## config.mk

```make
export PLATFORM = sky130hd
export DESIGN_NAME = alu_serial_ctrl
export DESIGN_NICKNAME = d
export VERILOG_FILES = /design/src/rtl/alu_serial_ctrl.sv
export SDC_FILE = /design/constraint.sdc
export NUM_CORES = 1
export LEC_CHECK = 0
export ABC_AREA = 0
export CAP_MARGIN = 0
export CORE_ASPECT_RATIO = 1.2
export CORE_UTILIZATION = 30
export DETAILED_ROUTE_END_ITERATION = 16
export PLACE_DENSITY = 0.55
export SYNTH_ARGS = -nofsm -noshare
export SYNTH_HDL_FRONTEND = slang
export SYNTH_SLANG_ARGS = --single-unit
```

## constraint.sdc

```tcl
create_clock -name clk -period 2.2 [get_ports clk]
set_input_delay 0.33 -clock clk [delete_from_list [all_inputs] [get_ports clk]]
set_output_delay 0.33 -clock clk [all_outputs]
set_load 0.02 [all_outputs]
```

## src/rtl/alu_serial_ctrl.sv

```systemverilog
// Bit-serial ALU sequencer: drives a 1-bit ALU slice LSB first and assembles a WIDTH-bit result.
// Latency: WIDTH+1 cycles from accepted start to done (2*WIDTH+1 for SLT).
// Backpressure: none; start is only accepted while busy=0 and is ignored otherwise.
module alu_serial_ctrl #(
    parameter int WIDTH = 32
) (
    input  logic             clk,
    input  logic             rst,
    input  logic             start,
    input  logic [WIDTH-1:0] op_a,
    input  logic [WIDTH-1:0] op_b,
    input  logic [3:0]       alu_ctl,
    output logic             busy,
    output logic             done,
    output logic [WIDTH-1:0] result,
    output logic             zero,
    output logic             ovf,
    output logic             slice_a,
    output logic             slice_b,
    output logic             slice_cin,
    output logic             slice_slt,
    output logic [3:0]       slice_ctl,
    input  logic             slice_out,
    input  logic             slice_cout
);

    localparam int            CW       = (WIDTH > 1) ? $clog2(WIDTH) : 1;
    localparam logic [CW-1:0] CNT_LAST = CW'(WIDTH - 1);
    localparam logic [3:0]    CTL_IDLE = 4'b0000;
    localparam logic [3:0]    CTL_ADD  = 4'b0010;
    localparam logic [3:0]    CTL_SUB  = 4'b0110;
    localparam logic [3:0]    CTL_SLT  = 4'b0111;

    typedef enum logic [1:0] {
        IDLE = 2'd0,
        RUN  = 2'd1,
        SLT2 = 2'd2,
        FIN  = 2'd3
    } state_t;

    state_t           state;
    state_t           state_nxt;
    logic [WIDTH-1:0] a_q;
    logic [WIDTH-1:0] b_q;
    logic [3:0]       ctl_q;
    logic [CW-1:0]    cnt;
    logic             carry;
    logic             less_q;
    logic             accept;
    logic             last_bit;
    logic             ovf_raw;
    logic             less_raw;

    always_ff @(posedge clk) begin
        if (rst) begin
            state <= IDLE;
        end else begin
            state <= state_nxt;
        end
    end

    always_comb begin
        state_nxt = state;
        busy      = 1'b0;
        done      = 1'b0;
        accept    = 1'b0;
        slice_a   = 1'b0;
        slice_b   = 1'b0;
        slice_cin = 1'b0;
        slice_slt = 1'b0;
        slice_ctl = CTL_IDLE;
        last_bit  = (cnt == CNT_LAST);
        // Signed overflow uses the carry into the MSB versus the carry out of it.
        ovf_raw   = carry ^ slice_cout;
        less_raw  = slice_out ^ ovf_raw;

        case (state)
            IDLE: begin
                accept = start;
                if (start) begin
                    state_nxt = RUN;
                end
            end
            RUN: begin
                busy      = 1'b1;
                slice_a   = a_q[cnt];
                slice_b   = b_q[cnt];
                slice_cin = carry;
                slice_ctl = (ctl_q == CTL_SLT) ? CTL_SUB : ctl_q;
                if (last_bit) begin
                    state_nxt = (ctl_q == CTL_SLT) ? SLT2 : FIN;
                end
            end
            SLT2: begin
                busy      = 1'b1;
                slice_a   = a_q[cnt];
                slice_b   = b_q[cnt];
                slice_cin = carry;
                slice_ctl = CTL_SLT;
                slice_slt = (cnt == '0) ? less_q : 1'b0;
                if (last_bit) begin
                    state_nxt = FIN;
                end
            end
            FIN: begin
                done      = 1'b1;
                accept    = start;
                state_nxt = start ? RUN : IDLE;
            end
            default: state_nxt = IDLE;
        endcase
    end

    always_ff @(posedge clk) begin
        if (rst) begin
            a_q    <= '0;
            b_q    <= '0;
            ctl_q  <= CTL_IDLE;
            cnt    <= '0;
            carry  <= 1'b0;
            less_q <= 1'b0;
            result <= '0;
            ovf    <= 1'b0;
        end else if (accept) begin
            a_q   <= op_a;
            b_q   <= op_b;
            ctl_q <= alu_ctl;
            cnt   <= '0;
            carry <= alu_ctl[2];
        end else if ((state == RUN) || (state == SLT2)) begin
            result[cnt] <= slice_out;
            carry       <= slice_cout;
            cnt         <= cnt + CW'(1);
            if (last_bit) begin
                cnt <= '0;
                if (state == RUN) begin
                    if (ctl_q == CTL_SLT) begin
                        less_q <= less_raw;
                        carry  <= 1'b1;
                        ovf    <= 1'b0;
                    end else begin
                        ovf <= ((ctl_q == CTL_ADD) || (ctl_q == CTL_SUB)) ? ovf_raw : 1'b0;
                    end
                end
            end
        end
    end

    assign zero = (result == '0);

endmodule

```

Yosys cells after proc, flatten, opt, wreduce, memory -nomap -nowiden

Cells that the tools add are included.

Register bits after elaboration: 110
Bits of input ports: 73
Output and inout bits: 44
Word-level logic and storage cells: 70

Add/sub/neg operators: 1
$lt $le $gt $ge: 2
Equal/unequal tests: 10
Multiplexer cells: 31
Bitwise operators: 3
Reduce and logical (&&, ||, !) cells: 14

Operators with widths:

| operator            | number |
|---|---|
| $bwmux 32           | 1 |
| $logic_not 32->1    | 1 |
| $mux 1              | 20 |
| $bmux 1 s5          | 2 |
| $eq 4x3->1 const B  | 2 |
| $pmux 2 s4          | 1 |
| $pmux 4 s2          | 1 |
| $lt 5x6->1 const B  | 1 |
| $mux 2              | 3 |
| $ne 2x2->1 const B  | 3 |
| $reduce_or 2->1     | 3 |
| $add 5x1->5 const B | 1 |
| $demux 1 s5         | 1 |
| $eq 5x5->1 const B  | 1 |
| $ge 5x1->1 const B  | 1 |
| $logic_not 5->1     | 1 |
| $mux 5              | 1 |
| $reduce_and 5->1    | 1 |
| $eq 2x2->1 const B  | 2 |
| $eq 4x2->1 const B  | 1 |
| $mux 4              | 1 |
| $reduce_and 4->1    | 1 |
| $reduce_and 3->1    | 1 |
| $eq 2x1->1 const B  | 1 |
| other kinds (7)     | 9 |

Logic depth before layout (Yosys ltp)

Depth after elaboration: 6
Depth in mapped cells: 9
Gate-level depth less buffers: 7

Worst setup path before layout

No wires, ideal clock.

Path kind: register to output
From: register state[1]
To: output port slice_ctl[3]
Arrival time: 1.852 ns
Data required time: 1.870 ns
Path slack: 0.018 ns
Stages on the path, launching flop included: 7
Path buffers: 3
Cell sequence: dfxtp_1 -> inv_1 -> ha_1 -> buf_2 -> clkbuf_1 -> clkbuf_1 -> and3_1

Longest elaborated chain between the ends: 2
Elaborated cells between the ends (all ways): 3
Those cells by class: eq/ne: 2; mux: 1

RTL lines:

| what                                            | RTL line | source |
|---|---|---|
| start, declared                                 | 41       | `state_t state;` |
| start signal, assigned                          | 58       | `state <= state_nxt;` |
| $eq 2x2->1 / $eq 2x1->1 (equally long branches) | 77       | `case (state)` |
| $pmux 4 s2 (*)                                  | 77       |  |
| end, declared                                   | 22       | `output logic [3:0] slice_ctl,` |

Every way passes the cells marked *; elsewhere a longest branch is shown, timed or not.

Worst setup path in the final report

From: register cnt[0]
To: output port slice_b

Longest elaborated chain between the ends: 3

RTL lines:

| what                         | RTL line | source |
|---|---|---|
| start, declared              | 46       | `logic [CW-1:0] cnt;` |
| start signal, assigned       | 133      | `cnt <= cnt + CW'(1);` |
| $bmux 1 s5                   | 87, 97   |  |
| $mux 1 (implied by the code) | 87, 97   |  |
| $mux 1                       | --       |  |
| end, declared                | 19       | `output logic slice_b,` |

No other way between the ends. The select of a mux whose other input is x is not followed.

==> impl_metrics.json <==
{
  "cap_violations": 0,
  "hpwl_mm": 10.5,
  "post-synth-top-area-cell": "dfxtp_1",
  "fin_skew_ns": 0.00810,
  "p_total_mw": 6.51,
  "synth-edff-count": 0,
  "grt_usage": 0.171,
  "die-width_um": 119,
  "yosys_warnings": 0,
  "endpoint_kind": "primary output",
  "ys_top_cells_by_count": "151 x nand2_1, 110 x dfxtp_1, 101 x a21oi_1",
  "ys_types": 47,
  "critPathArrivalTime_ns": 1.97,
  "grt_pass1_wl_mm": 23.1,
  "post-route-drc-count": 0,
  "fmax_mhz": 434,
  "hold_path.class": "flip-flop to flip-flop",
  "io_buffers": 116,
  "ir_drop_v": 0.000522,
  "num_rows": 51,
  "syn_area_um2": 4960,
  "power.internal_mw": 4.09,
  "postSynthAreaPerCell_um2": 8.01,
  "slew_viol_final": 0,
  "clock-root-buffer": "clkbuf_16",
  "cts_max_level": 3,
  "min_period_over_period": 1.05,
  "clkPwrFrac": 0.249,
  "dp.cells": 935,
  "setup_viol_count_final": 2,
  "die-area_um2": 17100,
  "final_hold_viol_count": 0,
  "place_ws_ns": -0.169,
  "cts_buffers": 9,
  "period_needed_ns": 2.30,
  "status": "finished, violations left",
  "dr.pass1.iters": 4,
  "viasPerCell": 4.89,
  "fillCellCount": 1634,
  "ys.flop_type": "dfxtp_1",
  "multi_input_area_um2": 2570,
  "seq_power_share": 0.383,
  "synth-seq-cells": 110,
  "final_nets": 819,
  "area_growth_pct": 38.4,
  "p_leak_nw": 2.48,
  "path_class": "flip-flop to primary output",
  "syn_inst": 619,
  "grt_remaining_overflow": 0,
  "worstSetupStartpointType": "flip-flop",
  "timing.final.ws_setup_ns": -0.102,
  "clk_latency_ns": 0.35,
  "grt_max_degree": 69,
  "vias": 4653,
  "ys_top_cells_by_area": "dfxtp_1 44%, nand2_1 11%, a21oi_1 10%",
  "switching_share": 0.371,
  "whs_ns": 0.452,
  "syn_nets": 703,
  "clk_path_buf_depth": 2,
  "yosysSeqAreaShare": 0.444,
  "drtIter0Drc": 305,
  "required_ns": 1.87,
  "violations": "negative setup slack",
  "synth_top_cell_area_share": 0.444,
  "start_util": 0.306,
  "rsz0062_at_grt": "yes",
  "antenna_found_initial": 0,
  "clkSinkCount": 110,
  "die_h_um": 143,
  "wl_per_cell_um": 14.9,
  "yosysMostFrequentCell": "nand2_1",
  "clkTransAtPathRegs_ns": 0.08,
  "relSlewSlack": 0.506,
  "power.switching_mw": 2.42,
  "io_pins": 117,
  "cts_tree": "yes",
  "worstPathMaxFanout": 4,
  "ant_nets": 0,
  "register_area_um2": 2210,
  "cts_hold_buf": 0,
  "layout-drive-gt1-share": 0.131,
  "comb_power_share": 0.367,
  "core_area_um2": 16200,
  "grt_pass1_vias": 4554,
  "async_flop_share": 0,
  "place_congestion": 0.795,
  "antenna_cells": 0,
  "p_per_area_nw_per_um2": 947,
  "wl_mm": 14.1,
  "tightestPinTransition_ns": 0.741,
  "final_cells": 952
}
-- what timing repair did --
item	CTS	global route
setup endpoints to repair	10	18
pin swaps	3	2
setup buffers	1	0
gates resized for setup	30	25
-- stage by stage --
step | util | setup TNS, ns | area [µm²]
finish | 0.424 | -0.186 | 6870
global route | 0.424 | -0.351 | 6870
CTS | 0.421 | -0.215 | 6830
detailed placement | 0.402 | -0.325 | 6510
global placement | 0.402 | -0.268 | 6510
floorplan | - | 0 | 4960
-- cell type report --
| cell class | count | area share |
|---|---|---|
| sequential | 110 | 0.322 |
| clock inverter | 7 | 0.0106 |
| multi-input combinational | 450 | 0.374 |
| tap | 212 | 0.0386 |
| timing repair buffer | 158 | 0.219 |
| inverter | 6 | 0.00328 |
| clock buffer | 9 | 0.0328 |
-- power groups by stage --
stage               sequential (mW)  combinational (mW)  clock (mW)
finish                         2.49                2.39        1.62
global route                   2.53                2.65        1.75
CTS                            2.49                2.37        1.66
detailed placement             2.54                2.39           0
global placement               2.54                2.33           0
floorplan                      2.48                1.54           0
-- cells in the final DEF (no fill, tap or decap), types with 2 or more instances in the layout --
master             n
nand2_1          150
clkdlybuf4s50_1  105
dfxtp_1          104
a21oi_1          101
buf_4             38
nor2_1            35
mux2i_1           24
nand3_1           23
o21ai_1           13
o21ai_0           12
ha_1              11
nor3_1             9
clkbuf_16          9
mux4_2             8
nor4_1             7
dfxtp_2            6
inv_1              5
o22ai_1            5
and2_1             4
clkbuf_2           4
buf_12             4
xnor2_1            3
nor3b_1            3
and3_1             3
nand4_1            3
a22oi_2            3
inv_8              3
buf_6              3
dlygate4sd2_1      3
nor2_2             2
nor4_2             2
nand3b_1           2
or3b_1             2
-- critical path: stages, from the launching register on --
cell	delay [ns]
dfxtp_2	0.34
buf_4	0.14
mux4_2	0.52
a211oi_2	0.28
a41oi_2	0.16
buf_2	0.18
-- layer usage --
metal	track usage	up-vias	routed length, µm
li1	-	2354	-
met1	0.223	2149	6450
met2	0.290	131	6870
met3	0.0288	19	600
met4	0.0533	0	229
met5	0	-	0
-- state kept, by name, summed over array words and instances, names as in the netlist --
signal  count
a_q        32
b_q        32
result     32
cnt         5
ctl_q       4
state       2
carry       1
less_q      1
ovf         1
-- cell families after synthesis --
family                   share of synthesized area
adder cells (fa/ha/maj)                     0.0277
AND/OR/NAND/NOR                              0.224
buffers and inverters                       0.0530
AO/OA/AOI/OAI                                0.159
multiplexers                                0.0848
flip-flops                                   0.444
XOR/XNOR                                   0.00706
-- worst paths after layout --
kind | from | endpoint | slack, ns | cells after the start
setup / recovery | cnt[0] | slice_b | -0.10 | 5
hold / removal | b_q[10] | b_q[10] | 0.45 | 2
setup reg to reg | state[1] | result[11] | 0.17 | 8
hold reg to reg | b_q[10] | b_q[10] | 0.45 | 2
Note: power is estimated with default switching activity, not from simulation.
